`config.mk`:
```
export PLATFORM = sky130hd
export DESIGN_NAME = muldiv_seq_flat
export DESIGN_NICKNAME = d
export VERILOG_FILES = /design/src/rtl/muldiv_pkg.sv /design/src/rtl/muldiv_seq_if.sv /design/src/rtl/muldiv_step.sv /design/src/rtl/muldiv_seq.sv /design/src/flat_wrapper.sv
export SDC_FILE = /design/constraint.sdc
export NUM_CORES = 1
export LEC_CHECK = 0
export CORE_ASPECT_RATIO = 1.1
export CORE_MARGIN = 2
export CORE_UTILIZATION = 45
export DETAILED_ROUTE_END_ITERATION = 10
export PLACE_DENSITY = 0.77
export SETUP_SLACK_MARGIN = 0.1
export SLEW_MARGIN = 30
export SYNTH_ARGS = -nofsm -noshare
export SYNTH_HDL_FRONTEND = slang
export SYNTH_SLANG_ARGS = --single-unit
```
`constraint.sdc`:
```
create_clock -name clk -period 1.9 [get_ports clk]
set_input_delay 0.285 -clock clk [delete_from_list [all_inputs] [get_ports clk]]
set_output_delay 0.285 -clock clk [all_outputs]
set_load 0.02 [all_outputs]
```
`src/rtl/muldiv_pkg.sv`:
```
// muldiv_pkg: shared encodings for the multiply/divide sequencer and its ALU.
package muldiv_pkg;
    typedef enum logic [1:0] {F_MUL, F_MULHU, F_DIVU, F_REMU} func_t;
    typedef enum logic {IDLE, CALC} state_t;
    localparam logic [3:0] OP_ADD = 4'd1;
    localparam logic [3:0] OP_SUB = 4'd2;
endpackage

```
`src/rtl/muldiv_seq_if.sv`:
```
// muldiv_seq_if: request/response bus plus the borrowed-ALU operand/result wires.
interface muldiv_seq_if
    import muldiv_pkg::*;
#(
    parameter int WORDSIZE = 32,
    parameter int OPSIZE   = 4
);
    logic                start;
    func_t               func;
    logic [WORDSIZE-1:0] src_a;
    logic [WORDSIZE-1:0] src_b;
    logic                busy;
    logic                done;
    logic [WORDSIZE-1:0] result;
    logic [WORDSIZE-1:0] alu_a;
    logic [WORDSIZE-1:0] alu_b;
    logic [OPSIZE-1:0]   alu_op;
    logic [WORDSIZE-1:0] alu_r;
    logic                alu_c;
    modport master (output start, func, src_a, src_b, alu_r, alu_c,
                    input  busy, done, result, alu_a, alu_b, alu_op);
    modport slave  (input  start, func, src_a, src_b, alu_r, alu_c,
                    output busy, done, result, alu_a, alu_b, alu_op);
endinterface

```
`src/rtl/muldiv_step.sv`:
```
// muldiv_step: one shift-add or restoring-divide iteration built around the external ALU.
module muldiv_step
    import muldiv_pkg::*;
#(
    parameter int WORDSIZE = 32,
    parameter int OPSIZE   = 4
) (
    input  func_t               func_r,
    input  logic [WORDSIZE-1:0] hi,
    input  logic [WORDSIZE-1:0] lo,
    input  logic [WORDSIZE-1:0] opnd,
    input  logic [WORDSIZE-1:0] alu_r,
    input  logic                alu_c,
    output logic [WORDSIZE-1:0] alu_a,
    output logic [WORDSIZE-1:0] alu_b,
    output logic [OPSIZE-1:0]   alu_op,
    output logic [WORDSIZE-1:0] hi_n,
    output logic [WORDSIZE-1:0] lo_n
);
    logic                is_div, q;
    logic [WORDSIZE-1:0] s;
    assign is_div = func_r inside {F_DIVU, F_REMU};
    assign s      = {hi[WORDSIZE-2:0], lo[WORDSIZE-1]};
    // the bit shifted out of HI makes the trial subtraction succeed regardless of borrow
    assign q      = hi[WORDSIZE-1] | ~alu_c;
    assign alu_op = is_div ? OPSIZE'(OP_SUB) : OPSIZE'(OP_ADD);
    assign alu_a  = is_div ? s : hi;
    assign alu_b  = is_div ? opnd : (lo[0] ? opnd : '0);
    assign hi_n   = is_div ? (q ? alu_r : s) : {alu_c, alu_r[WORDSIZE-1:1]};
    assign lo_n   = is_div ? {lo[WORDSIZE-2:0], q} : {alu_r[0], lo[WORDSIZE-1:1]};
endmodule

```
`src/rtl/muldiv_seq.sv`:
```
// muldiv_seq: multi-cycle RV32M unsigned MUL/MULHU/DIVU/REMU sequencer driving a shared ALU.
module muldiv_seq
    import muldiv_pkg::*;
#(
    parameter int WORDSIZE = 32,
    parameter int OPSIZE   = 4
) (
    input logic        clk,
    input logic        rst_n,
    muldiv_seq_if.slave bus
);
    localparam int CW = $clog2(WORDSIZE);
    state_t              state, state_n;
    func_t               func_r;
    logic [WORDSIZE-1:0] hi, lo, opnd, hi_n, lo_n, step_a, step_b, result;
    logic [OPSIZE-1:0]   step_op;
    logic [CW-1:0]       cnt;
    logic                busy, last, done;
    assign busy = state == CALC;
    assign last = busy && cnt == CW'(WORDSIZE - 1);
    muldiv_step #(.WORDSIZE(WORDSIZE), .OPSIZE(OPSIZE)) u_step (
        .func_r(func_r), .hi(hi), .lo(lo), .opnd(opnd),
        .alu_r(bus.alu_r), .alu_c(bus.alu_c),
        .alu_a(step_a), .alu_b(step_b), .alu_op(step_op),
        .hi_n(hi_n), .lo_n(lo_n)
    );
    assign bus.busy   = busy;
    assign bus.done   = done;
    assign bus.result = result;
    assign bus.alu_a  = busy ? step_a : '0;
    assign bus.alu_b  = busy ? step_b : '0;
    assign bus.alu_op = busy ? step_op : '0;
    always_ff @(posedge clk or negedge rst_n)
        if (!rst_n) state <= IDLE;
        else        state <= state_n;
    always_comb begin
        state_n = busy ? (last ? IDLE : CALC) : (bus.start ? CALC : IDLE);
    end
    always_ff @(posedge clk or negedge rst_n) begin
        if (!rst_n) begin
            func_r <= F_MUL;
            hi     <= '0;
            lo     <= '0;
            opnd   <= '0;
            cnt    <= '0;
            done   <= 1'b0;
            result <= '0;
        end else begin
            done <= 1'b0;
            if (!busy && bus.start) begin
                func_r <= bus.func;
                opnd   <= bus.src_b;
                cnt    <= '0;
                hi     <= '0;
                lo     <= bus.src_a;
            end else if (busy) begin
                hi  <= hi_n;
                lo  <= lo_n;
                cnt <= cnt + 1'b1;
                if (last) begin
                    done   <= 1'b1;
                    result <= func_r inside {F_MULHU, F_REMU} ? hi_n : lo_n;
                end
            end
        end
    end
endmodule

```
`src/flat_wrapper.sv`:
```
// flat-port wrapper written by rule: the top's interface ports become plain ports
module muldiv_seq_flat import muldiv_pkg::*;
#(
    parameter int WORDSIZE = 32,
    parameter int OPSIZE   = 4
)
  (clk, rst_n, bus_start, bus_func, bus_src_a, bus_src_b, bus_alu_r, bus_alu_c, bus_busy, bus_done, bus_result, bus_alu_a, bus_alu_b, bus_alu_op);
  muldiv_seq_if #(.WORDSIZE(WORDSIZE), .OPSIZE(OPSIZE)) bus_i ();
  input logic clk;
  input logic rst_n;
  input wire logic [$bits(bus_i.start)-1:0] bus_start;
  input wire logic [$bits(bus_i.func)-1:0] bus_func;
  input wire logic [$bits(bus_i.src_a)-1:0] bus_src_a;
  input wire logic [$bits(bus_i.src_b)-1:0] bus_src_b;
  input wire logic [$bits(bus_i.alu_r)-1:0] bus_alu_r;
  input wire logic [$bits(bus_i.alu_c)-1:0] bus_alu_c;
  output wire logic [$bits(bus_i.busy)-1:0] bus_busy;
  output wire logic [$bits(bus_i.done)-1:0] bus_done;
  output wire logic [$bits(bus_i.result)-1:0] bus_result;
  output wire logic [$bits(bus_i.alu_a)-1:0] bus_alu_a;
  output wire logic [$bits(bus_i.alu_b)-1:0] bus_alu_b;
  output wire logic [$bits(bus_i.alu_op)-1:0] bus_alu_op;
  assign bus_i.start = bus_start;
  assign bus_i.func = bus_func;
  assign bus_i.src_a = bus_src_a;
  assign bus_i.src_b = bus_src_b;
  assign bus_i.alu_r = bus_alu_r;
  assign bus_i.alu_c = bus_alu_c;
  assign bus_busy = bus_i.busy;
  assign bus_done = bus_i.done;
  assign bus_result = bus_i.result;
  assign bus_alu_a = bus_i.alu_a;
  assign bus_alu_b = bus_i.alu_b;
  assign bus_alu_op = bus_i.alu_op;
  muldiv_seq #(.WORDSIZE(WORDSIZE), .OPSIZE(OPSIZE)) u_core (.clk(clk), .rst_n(rst_n), .bus(bus_i));
endmodule
```
-- Word level (Yosys, flattened, before mapping)
Index checks and enable logic that the tools add are counted.
- bits in registers: 137
- input bits: 102
- output and inout bits: 102
- logic and storage cells: 46
- add/subtract/negate cells: 1
- equality and inequality tests: 4
- multiplexer cells: 23
- bitwise gates (word level): 3
- reduce and logical (&&, ||, !) cells: 7
- operators with widths (kind ; count):
    2-to-1 mux 32 bit ; 13
    2-to-1 mux 5 bit ; 2
    2-to-1 mux 1 bit ; 6
    nonzero test 2 bit ; 3
    adder 5 x 1 -> 5 bit, second input constant ; 1
    equality test 5 bit, second input constant ; 1
    equality test 2 bit, second input constant ; 2
    2-to-1 mux 2 bit ; 2
    AND reduction 3 bit ; 1
    equality test 2 x 1 -> 1 bit, second input constant ; 1
    logical AND 1 bit ; 2
    inverter 1 bit ; 2
    zero test 1 bit ; 1
    bitwise OR 1 bit ; 1

-- Longest topological paths before layout
- depth after elaboration: 6
- depth in mapped cells: 8
- depth with buffers taken out: 7

-- Modules after synthesis
A second synthesis with hierarchy kept.
- cell total of the unflattened synthesis: 749
- area total of the unflattened synthesis: 8141.6 µm²
- by module, submodules not included (module ; times used ; cells an instance ; area each (µm²) ; sequential area each (µm²)):
    muldiv_seq ; 1 ; 524 ; 6258.5 ; 3428.3
    muldiv_step ; 1 ; 225 ; 1883.1 ; 0.0

-- Least setup slack after synthesis
No wires, ideal clock.
- path kind: register -> register
- start: reg u_core.cnt[0]
- end: reg u_core.result[15], in the netlist u_core.bus.result[15]
- library setup time: 0.130 ns
- data arrival time: 1.625 ns
- required time: 1.770 ns
- path slack: 0.144 ns
- cell stages (with the launch flop): 9
- path buffers: 2
- period minus slack after synthesis: 1.756 ns
- path through: dfrtp_1 > ha_1 > and3_1 > ha_1 > and3b_1 > clkbuf_1 > buf_2 > a22oi_1 > o21ai_0
- longest elaborated chain between the ends: 3
- RTL lines (what ; RTL line ; text):
    start, declared ; muldiv_seq.sv:17 ; logic [CW-1:0] cnt;
    start signal, assigned ; muldiv_seq.sv:59 ; cnt <= cnt + 1'b1;
    equality test 5 bit ; muldiv_seq.sv:20 ; assign last = busy && cnt == CW'(WORDSIZE - 1);
    logical AND 1 bit ; muldiv_seq.sv:20 ;
    AND reduction 3 bit (no line) ; -- ;
    end signal, assigned ; muldiv_seq.sv:62 ; result <= func_r inside {F_MULHU, F_REMU} ? hi_n : lo_n;
    end, declared ; muldiv_seq.sv:15 ; logic [WORDSIZE-1:0] hi, lo, opnd, hi_n, lo_n, step_a, step_b, result;
No other way between the ends.
A chain may end at the register's enable or synchronous reset.

-- Final worst setup path
- start: reg u_core.func_r[1]
- end: reg u_core.result[8], in the netlist u_core.bus.result[8]
- longest elaborated chain between the ends: 4
- elaborated cells between the ends (all ways): 8
- classes of those cells: eq/ne: 3; mux: 3; reduce/logical: 2
- RTL lines (what ; RTL line ; text):
    start, declared ; muldiv_seq.sv:14 ; func_t func_r;
    start signal, assigned ; muldiv_seq.sv:51 ; func_r <= bus.func;
    equality test 2 bit (on tied branches) ; muldiv_step.sv:22, muldiv_seq.sv:62 ;
    nonzero test 2 bit ; muldiv_step.sv:22 ; assign is_div = func_r inside {F_DIVU, F_REMU};
    2-to-1 mux 32 bit (on tied branches) ; muldiv_step.sv:30, muldiv_step.sv:29 ;
    2-to-1 mux 32 bit (*) ; muldiv_seq.sv:62 ;
Every way passes the cells marked *; elsewhere a longest branch is shown, timed or not.

==> flow_summary.ini <==
[worst_hold_path]
hp-class = primary input to register
hold_end = u_core.func_r[1]
whs_path_depth = 4
hold_start = bus_start

[cts]
clock-root-buffer = clkbuf_16
htree_levels = 4
path_clk_slew_ns = 0.06
cts_tree = done
clk_latency_ns = 0.42
numCtsBuffers = 17
cts.sinks = 137
cts_buffer_depth = 2

[synthesis]
netlist_area_sq_um = 7960
syn_inst = 753
ys_seq_area_share_pct = 43.0
ys_seq_elements = 137
postSynthAreaPerCell_sq_um = 10.6
synth_warnings = 0
synth_cell_types = 42

[layout]
finalNonFillerCells = 1225
final_nets = 1080
syn_to_final_growth_pct = 41.4
antenna_cells = 0
finalCoreUtilization_pct = 64.2
multi_input_area_sq_um = 4180
register_area_sq_um = 3440
drive_above_1_share_pct = 31.4
final.fill_count = 1402

[sta]
post-route-worst-setup-slack_ns = -0.0779
finalSetupViolCount = 56
finalMaxSlewViolations = 0
fmax_mhz = 506
fin_crit_sh_pct = 104
skew_ns = 0.0102
period_minus_slack_ns = 1.98
worstMarginPinSlew_ns = 0.531
hold_violations = 0
slew_headroom_pct = 64.6
grt_setup_unrepaired = true

[place]
dpl.hpwl_mm = 15.8
numPortBuffers = 201
dp_cells = 1165
globalplace.congestion = 0.797
dp_slack_ns = -0.0658

[grt]
grt_pass1_vias = 6899
antenna_found_initial = 1
overflow = 0
grt_max_degree = 66
grt_pass1_wl_mm = 36.0
grt_usage_pct = 24.8

[outcome]
status = complete, but fails checks
violations = setup timing

[detailed_routing]
num_vias = 6877
viasPerCell = 5.61
wirelength_mm = 23.5
drc = 0
ant_nets = 0
drtIter0Drc = 450
post_drt_wl_per_cell_microns = 19.1
firstDrtPassIters = 5

[die]
fp.dieH_microns = 144
die_x_microns = 131
die-area_sq_um = 18800
core_sq_um = 17500
start_util_pct = 45.4
ios = 204
rows = 51

[setup_path]
endpoint_kind = register
r2r_cells = 9
reg2reg_from = u_core.func_r[1]
r2r_slack_ns = -0.08
critPathKind = register to register
cp-startpoint = u_core.func_r[1]
critical_path_required_ns = 2.19
worstPathArrival_ns = 2.27
cp_max_fo = 6
r2r-end = u_core.bus.result[8]
cp-start-kind = register

[pwr]
p_leak_nw = 5.00
finalPower_mw = 21.0
vdd_drop_max_v = 0.00108
power_density_nw_per_um2 = 1870

[job]
cap_violations = 0
[area by class of cell]
cell class,count,area share [%]
clock inverters,9,0.678
well taps,238,2.64
repair buffers,280,23.9
inverters,33,1.10
flip-flops and latches,137,30.5
multi-input cells,507,37.1
clock buffers,21,4.09
[report_power, final]
part / internal (mW) / total [mW] / leakage, nW / switching [mW]
combinational: 6.09 / 12.3 / 3.13 / 6.17
sequential: 4.44 / 5.72 / 1.60 / 1.28
clock: 1.84 / 3.06 / 0.268 / 1.22
[logic make-up (layout without fill, tap and decap cells)]
family	count (synthesis)	in the layout	share of synthesized area (%)
AO/OA/AOI/OAI	230	230	21.3
AND/OR/NAND/NOR	142	142	11.1
flip-flops	137	137	43.0
multiplexers	129	129	17.3
buffers and inverters	110	343	6.68
adder cells (fa/ha/maj)	2	2	0.314
XOR/XNOR	2	2	0.220
other	1	2	0.0471
[Yosys cell counts (all sizes together)]
cell	n	area (sq um)
and3b	32	280
conb	1	3.75
a311o	1	10.0
mux2	65	736
inv	33	124
o2111ai	1	8.76
o21a	1	7.51
nand2	32	123
mux2i	64	641
a221o	1	10.0
o21ai	93	465
ha	2	25.0
xnor2	1	8.76
a311oi	2	17.5
a22o	5	43.8
a211oi	31	383
a31o	1	8.76
and4bb	1	12.5
nand3b	1	7.51
o211ai	30	225
and2	33	206
a22oi	30	225
a21o	1	7.51
dfrtp	137	3430
xor2	1	8.76
clkbuf	33	124
a21oi	2	10.0
nor2	4	15.0
o2bb2ai	1	8.76
o32ai	30	263
buf	44	284
nand3	1	5.00
nand2b	2	12.5
and3	1	6.26
nor2b	35	219
[repair_timing]
action / CTS / global route
setup endpoints to repair: 97 / 92
hold endpoints to repair: 48 / 0
cloned: 3 / 2
hold buffers: 1 / 0
gates resized for setup: 309 / 70
setup buffers: 10 / 14
pin swaps: 4 / 7
[metrics by stage]
stage	setup TNS, ns	hold slack (ns)	cell area [sq um]
floorplan	0	-0.0106	7970
CTS	-2.41	0.302	10900
finish	-2.02	0.314	11300
detailed placement	-0.485	0.279	10400
global route	-6.04	0.327	11300
global placement	-0.0630	0.273	10400
[state kept, by name, summed over array words and instances, names as in the netlist]
register           cells
u_core.bus.result     32
u_core.hi             32
u_core.lo             32
u_core.opnd           32
u_core.cnt             5
u_core.func_r          2
u_core.bus.busy        1
u_core.bus.done        1
[metal layers]
| metal | routed length (microns) | GRT usage [%] |
|---|---|---|
| met3 | 1570 | 6.11 |
| met4 | 395 | 7.39 |
| met2 | 11700 | 41.7 |
| met5 | 0 | 0 |
| met1 | 9750 | 31.5 |
[cells in the final DEF (no fill, tap or decap), types with 10 or more instances in the layout]
cell type	netlist	layout
dfrtp_1	137	135
clkdlybuf4s50_1	0	132
buf_4	14	82
mux2i_1	64	63
mux2_2	64	60
o21ai_0	67	59
o21ai_1	26	33
nor2b_1	35	32
inv_1	33	32
nand2_1	31	31
and3b_1	32	31
a211oi_2	30	30
o32ai_1	30	30
o211ai_1	30	30
and2_1	33	28
buf_2	23	28
a22oi_2	0	20
clkbuf_16	0	19
buf_6	5	17
buf_12	0	11
a22oi_1	30	10
[worst max path at each step]
| stage | end | slack, ns | cells past startpoint |
|---|---|---|---|
| global route | bus_alu_a[9] | -0.14 | 5 |
| detailed placement | bus_alu_a[18] | -0.07 | 4 |
| global placement | bus_alu_a[14] | -0.01 | 3 |
| CTS | bus_alu_a[9] | -0.07 | 5 |
| floorplan | u_core.bus.result[15] | 0.14 | 8 |
| finish | u_core.bus.result[8] | -0.08 | 9 |
[critical path, cell delays in order, from the launching register on]
cell and delay [ns]:
dfrtp_4 0.53, buf_8 0.16, buf_4 0.13, buf_6 0.11
buf_6 0.12, buf_16 0.13, buf_8 0.13, mux2_4 0.31
a22oi_2 0.15, o21ai_1 0.08
(Power assumes the default switching activity.)
